## config.mk

```make
export PLATFORM = sky130hd
export DESIGN_NAME = axis_instr_parser
export DESIGN_NICKNAME = d
export VERILOG_FILES = /design/src/rtl/axis_instr_parser.sv
export SDC_FILE = /design/constraint.sdc
export NUM_CORES = 1
export LEC_CHECK = 0
export BUFFER_PORTS_ARGS = -buffer_cell sky130_fd_sc_hd__buf_4
export CAP_MARGIN = 20
export CORE_MARGIN = 10
export CORE_UTILIZATION = 45
export CTS_CLUSTER_SIZE = 28
export DETAILED_ROUTE_END_ITERATION = 12
export PLACE_DENSITY_LB_ADDON = 0.2
export SLEW_MARGIN = 20
export SYNTH_ARGS = -nofsm -noshare
export SYNTH_HDL_FRONTEND = slang
export SYNTH_SLANG_ARGS = --single-unit
```

## constraint.sdc

```tcl
create_clock -name aclk -period 5.2 [get_ports aclk]
set_input_delay 0 -clock aclk [delete_from_list [all_inputs] [get_ports aclk]]
set_output_delay 0 -clock aclk [all_outputs]
set_load 0.02 [all_outputs]
```

## src/rtl/axis_instr_parser.sv

```systemverilog
// Command front-end: parses 16-bit AXI-Stream command packets into data-mover instructions.
// Latency: parameters commit on the edge accepting w4; err_valid pulses the cycle after the offending word.
// Backpressure: tready is low during reset and while a committed instruction waits for its done.
module axis_instr_parser #(
  parameter logic [7:0] MAGIC       = 8'hA5,
  parameter logic [4:0] WR_BRAM_MAX = 5'd15,
  parameter logic [2:0] RD_BRAM_MAX = 3'd7
) (
  input  logic        aclk,
  input  logic        aresetn,
  input  logic [15:0] s_axis_cmd_tdata,
  input  logic        s_axis_cmd_tvalid,
  output logic        s_axis_cmd_tready,
  input  logic        s_axis_cmd_tlast,
  output logic [7:0]  Instruction_code,
  output logic [4:0]  wr_bram_start,
  output logic [4:0]  wr_bram_end,
  output logic [15:0] wr_addr_start,
  output logic [15:0] wr_addr_count,
  output logic [2:0]  rd_bram_start,
  output logic [2:0]  rd_bram_end,
  output logic [15:0] rd_addr_start,
  output logic [15:0] rd_addr_count,
  input  logic        write_done,
  input  logic        read_done,
  output logic        busy,
  output logic        cmd_accepted,
  output logic        err_valid,
  output logic [1:0]  err_code,
  output logic [7:0]  err_count
);

  localparam logic [7:0] OP_NOP   = 8'h00;
  localparam logic [7:0] OP_WRITE = 8'h01;
  localparam logic [7:0] OP_READ  = 8'h02;

  localparam logic [1:0] ERR_HDR = 2'd1;
  localparam logic [1:0] ERR_LEN = 2'd2;
  localparam logic [1:0] ERR_RNG = 2'd3;

  typedef enum logic [1:0] {
    S_IDLE  = 2'd0,
    S_PARAM = 2'd1,
    S_EXEC  = 2'd2,
    S_DRAIN = 2'd3
  } state_t;

  state_t      r_state;
  state_t      w_nxt_state;

  // Shadow copy of the packet being collected; only copied to outputs on commit.
  logic        r_is_read;
  logic [2:0]  r_idx;
  logic        r_rng_bad;
  logic [4:0]  r_sh_bram_start;
  logic [4:0]  r_sh_bram_end;
  logic [15:0] r_sh_addr_start;

  logic        w_hs;
  logic        w_hdr_ok;
  logic [7:0]  w_opcode;
  logic        w_field_bad;
  logic [4:0]  w_bram_max;
  logic        w_params_ok;
  logic        w_commit;
  logic        w_done;
  logic        w_err;
  logic [1:0]  w_err_code;

  assign w_hs        = s_axis_cmd_tvalid & s_axis_cmd_tready;
  assign w_opcode    = s_axis_cmd_tdata[7:0];
  assign w_hdr_ok    = (s_axis_cmd_tdata[15:8] == MAGIC) &&
                       ((w_opcode == OP_NOP) || (w_opcode == OP_WRITE) || (w_opcode == OP_READ));
  // Any set bit above the BRAM index width of the current direction is out of range.
  assign w_field_bad = r_is_read ? (s_axis_cmd_tdata[15:3] != 13'd0)
                                 : (s_axis_cmd_tdata[15:5] != 11'd0);
  assign w_bram_max  = r_is_read ? {2'b00, RD_BRAM_MAX} : WR_BRAM_MAX;
  // Evaluated while w4 (addr_count) is on the bus.
  assign w_params_ok = !r_rng_bad &&
                       (r_sh_bram_start <= r_sh_bram_end) &&
                       (r_sh_bram_end <= w_bram_max) &&
                       (s_axis_cmd_tdata != 16'd0);

  // State register.
  always_ff @(posedge aclk or negedge aresetn) begin
    if (!aresetn) begin
      r_state <= S_IDLE;
    end else begin
      r_state <= w_nxt_state;
    end
  end

  // Next-state decode plus the commit/done/error strobes and tready.
  always_comb begin
    w_nxt_state       = r_state;
    w_commit          = 1'b0;
    w_done            = 1'b0;
    w_err             = 1'b0;
    w_err_code        = 2'd0;
    s_axis_cmd_tready = aresetn && (r_state != S_EXEC);
    case (r_state)
      S_IDLE: begin
        if (w_hs) begin
          if (!w_hdr_ok) begin
            w_err       = 1'b1;
            w_err_code  = ERR_HDR;
            w_nxt_state = s_axis_cmd_tlast ? S_IDLE : S_DRAIN;
          end else if (w_opcode == OP_NOP) begin
            if (!s_axis_cmd_tlast) begin
              w_err       = 1'b1;
              w_err_code  = ERR_LEN;
              w_nxt_state = S_DRAIN;
            end
          end else if (s_axis_cmd_tlast) begin
            w_err      = 1'b1;
            w_err_code = ERR_LEN;
          end else begin
            w_nxt_state = S_PARAM;
          end
        end
      end
      S_PARAM: begin
        if (w_hs) begin
          if (r_idx != 3'd4) begin
            if (s_axis_cmd_tlast) begin
              w_err       = 1'b1;
              w_err_code  = ERR_LEN;
              w_nxt_state = S_IDLE;
            end
          end else if (!s_axis_cmd_tlast) begin
            w_err       = 1'b1;
            w_err_code  = ERR_LEN;
            w_nxt_state = S_DRAIN;
          end else if (w_params_ok) begin
            w_commit    = 1'b1;
            w_nxt_state = S_EXEC;
          end else begin
            w_err       = 1'b1;
            w_err_code  = ERR_RNG;
            w_nxt_state = S_IDLE;
          end
        end
      end
      S_EXEC: begin
        if (r_is_read ? read_done : write_done) begin
          w_done      = 1'b1;
          w_nxt_state = S_IDLE;
        end
      end
      S_DRAIN: begin
        if (w_hs && s_axis_cmd_tlast) begin
          w_nxt_state = S_IDLE;
        end
      end
      default: w_nxt_state = S_IDLE;
    endcase
  end

  // Collect the packet fields word by word into the shadow registers.
  always_ff @(posedge aclk or negedge aresetn) begin
    if (!aresetn) begin
      r_is_read       <= 1'b0;
      r_idx           <= 3'd0;
      r_rng_bad       <= 1'b0;
      r_sh_bram_start <= 5'd0;
      r_sh_bram_end   <= 5'd0;
      r_sh_addr_start <= 16'd0;
    end else if (w_hs) begin
      if (r_state == S_IDLE) begin
        r_is_read <= (w_opcode == OP_READ);
        r_idx     <= 3'd1;
        r_rng_bad <= 1'b0;
      end else if (r_state == S_PARAM) begin
        r_idx <= r_idx + 3'd1;
        case (r_idx)
          3'd1: begin
            r_sh_bram_start <= s_axis_cmd_tdata[4:0];
            r_rng_bad       <= r_rng_bad | w_field_bad;
          end
          3'd2: begin
            r_sh_bram_end <= s_axis_cmd_tdata[4:0];
            r_rng_bad     <= r_rng_bad | w_field_bad;
          end
          3'd3: r_sh_addr_start <= s_axis_cmd_tdata;
          default: ;
        endcase
      end
    end
  end

  // Committed instruction outputs; only the active direction is overwritten.
  always_ff @(posedge aclk or negedge aresetn) begin
    if (!aresetn) begin
      Instruction_code <= 8'h00;
      wr_bram_start    <= 5'd0;
      wr_bram_end      <= 5'd0;
      wr_addr_start    <= 16'd0;
      wr_addr_count    <= 16'd0;
      rd_bram_start    <= 3'd0;
      rd_bram_end      <= 3'd0;
      rd_addr_start    <= 16'd0;
      rd_addr_count    <= 16'd0;
      busy             <= 1'b0;
      cmd_accepted     <= 1'b0;
    end else begin
      cmd_accepted <= w_commit;
      if (w_commit) begin
        busy <= 1'b1;
        if (r_is_read) begin
          Instruction_code <= OP_READ;
          rd_bram_start    <= r_sh_bram_start[2:0];
          rd_bram_end      <= r_sh_bram_end[2:0];
          rd_addr_start    <= r_sh_addr_start;
          rd_addr_count    <= s_axis_cmd_tdata;
        end else begin
          Instruction_code <= OP_WRITE;
          wr_bram_start    <= r_sh_bram_start;
          wr_bram_end      <= r_sh_bram_end;
          wr_addr_start    <= r_sh_addr_start;
          wr_addr_count    <= s_axis_cmd_tdata;
        end
      end else if (w_done) begin
        Instruction_code <= 8'h00;
        busy             <= 1'b0;
      end
    end
  end

  // Error pulse, sticky last-error code and saturating reject counter.
  always_ff @(posedge aclk or negedge aresetn) begin
    if (!aresetn) begin
      err_valid <= 1'b0;
      err_code  <= 2'd0;
      err_count <= 8'd0;
    end else begin
      err_valid <= w_err;
      if (w_err) begin
        err_code <= w_err_code;
        if (err_count != 8'hFF) begin
          err_count <= err_count + 8'd1;
        end
      end
    end
  end

endmodule

```

==> summary.md <==
| Metric | Value |
|---|---|
| Top post-synthesis cells by area | `dfrtp_1 57%, mux2_4 13%, mux2_2 8.8%, ha_1 2.7%, mux2_1 2.0%` |
| Slew Limit Headroom | `45.9%` |
| Hold Startpoint | `s_axis_cmd_tvalid` |
| Initial DRT Pass Iterations | `4` |
| Worst EP required | `5.48 ns` |
| Static leakage | `3.80 nW` |
| Setup_tns | `0 ns` |
| Initial drt markers | `244` |
| Hold_buf cts | `18` |
| Final hold vios | `0` |
| Routed WL per cell | `18.6 um` |
| Grt ovf | `0` |
| Initial Util | `46.5%` |
| Final Power | `2.70 mW` |
| Crit path launch type | `register` |
| Power per cell area | `370 mW/mm^2` |
| Final setup skew | `0.00542 ns` |
| Avg Inst Size Synth | `14.4 um^2` |
| Worst Setup SP | `r_is_read` |
| CTS-repair resized insts | `0` |
| Post-synth cell types | `49` |
| Post-CTS Setup Inserts | `0` |
| Core area | `0.0122 mm^2` |
| Post-synthesis sequential area ratio | `56.7%` |
| Asr flop ratio synth | `100%` |
| Worst Setup End Kind | `register` |
| GP Congestion | `0.901` |
| H-tree lvl count | `4` |
| Final Hold Slack | `0.0324 ns` |
| Die Y | `132 um` |
| Clock transition at path regs | `0.05 ns` |
| Pin count of the biggest net entering global routing | `55` |
| Most common cell after layout, fill and taps aside | `dfrtp_1` |
| Area share of the largest cell type after synthesis | `56.7%` |
| Crit Path Class | `register to register` |
| Synth area leader | `dfrtp_1` |
| Area Growth Syn to Fin | `29.2%` |
| Slew Limit Fails | `0` |
| Clk root buf | `clkbuf_16` |
| Post-synth EDFFs | `0` |
| Fin cells | `712` |
| Final wirelength | `13300 um` |
| Max Fclk | `289 MHz` |
| Most frequent cells in the layout | `128 x dfrtp_1, 120 x buf_4, 48 x mux2_4, 44 x mux2_2, 18 x dlygate4sd3_1` |
| Ant diodes | `0` |
| Predominant post-synthesis flop cell | `dfrtp_1` |
| Die X | `132 um` |
| Min-Delay Path Class | `input pin to register` |
| Flop2flop setup slack | `1.73 ns` |
| Data arrival, critical path | `3.75 ns` |
| RSZ-0062 raised after global routing | `false` |
| Vias per cell | `5.11` |
| Via count | `3635` |
| Synth warn | `0` |
| Post-Syn Area | `0.00565 mm^2` |
| CP Capture Point | `wr_addr_start[12]` |
| Buffers added on ports | `117` |
| Final ANT Viol Nets | `0` |
| Clk buf depth | `2` |
| CTS Buf Count | `17` |
| Clock sinks | `128` |
| First-pass GRT wire length | `21400 um` |
| Slew @ Worst Pin | `0.809 ns` |
| Outcome | `finished clean` |
| # rows | `40` |
| CTS tree | `done` |
| Detailed Place HPWL | `9470 um` |
| RR Startpoint | `r_is_read` |
| Layout Nets | `566` |
| Clock latency on the worst-skew pair | `0.41 ns` |
| Post-placement cell count | `663` |
| Initial antenna violation count | `0` |
| # Max-Cap Violations | `0` |
| Drt drc | `0` |
| Reg2Reg Depth | `8` |
| Final period util | `66.6%` |
| Vias in the first global route | `3811` |
| Yosys reg bits | `128` |
| Syn Inst Count | `392` |
| Die Area | `0.0174 mm^2` |
| Tot GR Track Use | `15.3%` |
| Worst-path fanout max | `31` |
| Total I/O pin count | `124` |
| Period minus WS final | `3.47 ns` |
| Share of layout cells above drive strength 1 | `45.4%` |
| R2r endpoint | `wr_addr_start[12]` |
| Final Core Density | `60.0%` |
| Final setup violating endpoints | `0` |
| Worst VDD drop | `0.000217 V` |
cell type report:
cell class | count | area, um^2
Fill cell | 997 | 4860
Multi-Input combinational cell | 235 | 2220
Clock inverter | 6 | 32.5
Clock buffer | 25 | 495
Timing Repair Buffer | 139 | 1100
Sequential cell | 128 | 3200
Tap cell | 168 | 210
Inverter | 11 | 41.3
kinds of logic (layout without fill, tap and decap cells):
logic type	Yosys count	in the layout	synth area share, %
buffers and inverters	34	181	4.45
AOI/OAI and AO/OA	37	37	4.43
adders and majority gates	12	12	2.66
muxes	102	102	23.5
and+or+nand+nor	71	71	7.11
other	1	6	0.0664
xor gates and xnor gates	7	7	1.09
DFF	128	128	56.7
sequential cells by signal, summed over array words and instances (netlist names), 2 cells and up:
name and flops:
r_sh_bram_start 5, err_count 8, wr_addr_start 16, rd_bram_start 3, wr_bram_end 5, r_sh_bram_end 5
wr_bram_start 5, r_idx 3, err_code 2, rd_addr_start 16, Instruction_code 2, rd_addr_count 16
rd_bram_end 3, wr_addr_count 16, r_sh_addr_start 16, r_state 2
worst max-delay path, cell delays in order (launching register included):
cell	delay (ns)
dfrtp_1	0.49
ha_1	0.34
nand4_1	0.11
a211o_1	0.34
a221oi_2	0.27
and3_1	0.34
nor2b_4	0.51
buf_4	0.59
mux2_4	0.35
cells in the mapped netlist (2+ instances only):
library cell and number:
o21ai_0 12, mux2_1 10, nor2b_1 3, mux2_2 44
nand4_1 11, nand2_1 14, nor2_1 7, a211o_1 2
buf_6 5, clkbuf_1 5, mux2_4 48, ha_1 12
nor4_1 3, a31oi_1 3, a21o_1 2, xnor2_1 6
and2_1 2, inv_1 11, or3_1 2, a21oi_1 6
nand3b_1 2, dfrtp_1 128, buf_12 3, and3_1 9
a21boi_0 2, nor3_1 4, buf_2 3, buf_4 6
nand3_1 7
where the power goes:
group	total, mW	leakage, nW	switching (mW)	internal, mW
combinational	0.417	1.80	0.221	0.195
sequential	1.23	1.74	0.117	1.12
clock	1.05	0.263	0.400	0.652
total	2.70	3.80	0.738	1.96
metal layers:
layer  wire [um]  global-route usage (%)
met3         780                    5.03
met2        6140                    23.3
met5           0                       0
met4         119                    4.08
met1        6220                    20.4
metrics by stage:
stage                     instance area, um^2  setup WS (ns)
after floorplan                          5670           2.70
after global placement                   6570           1.85
after detailed placement                 6590           1.76
after CTS                                7300           1.75
after global routing                     7300           1.55
final                                    7300           1.73
worst min-delay path by stage:
| stage | end | slack, ns | depth (start not counted) |
|---|---|---|---|
| after floorplan | Instruction_code[0] | -0.30 | 0 |
| after detailed placement | wr_addr_start[3] | -0.02 | 1 |
| after CTS | r_idx[2] | 0.01 | 3 |
| after global routing | r_idx[2] | 0.03 | 3 |
| final | r_idx[2] | 0.03 | 3 |
| after global placement | wr_addr_start[14] | -0.03 | 1 |
Power figures use the tool's default switching activity.
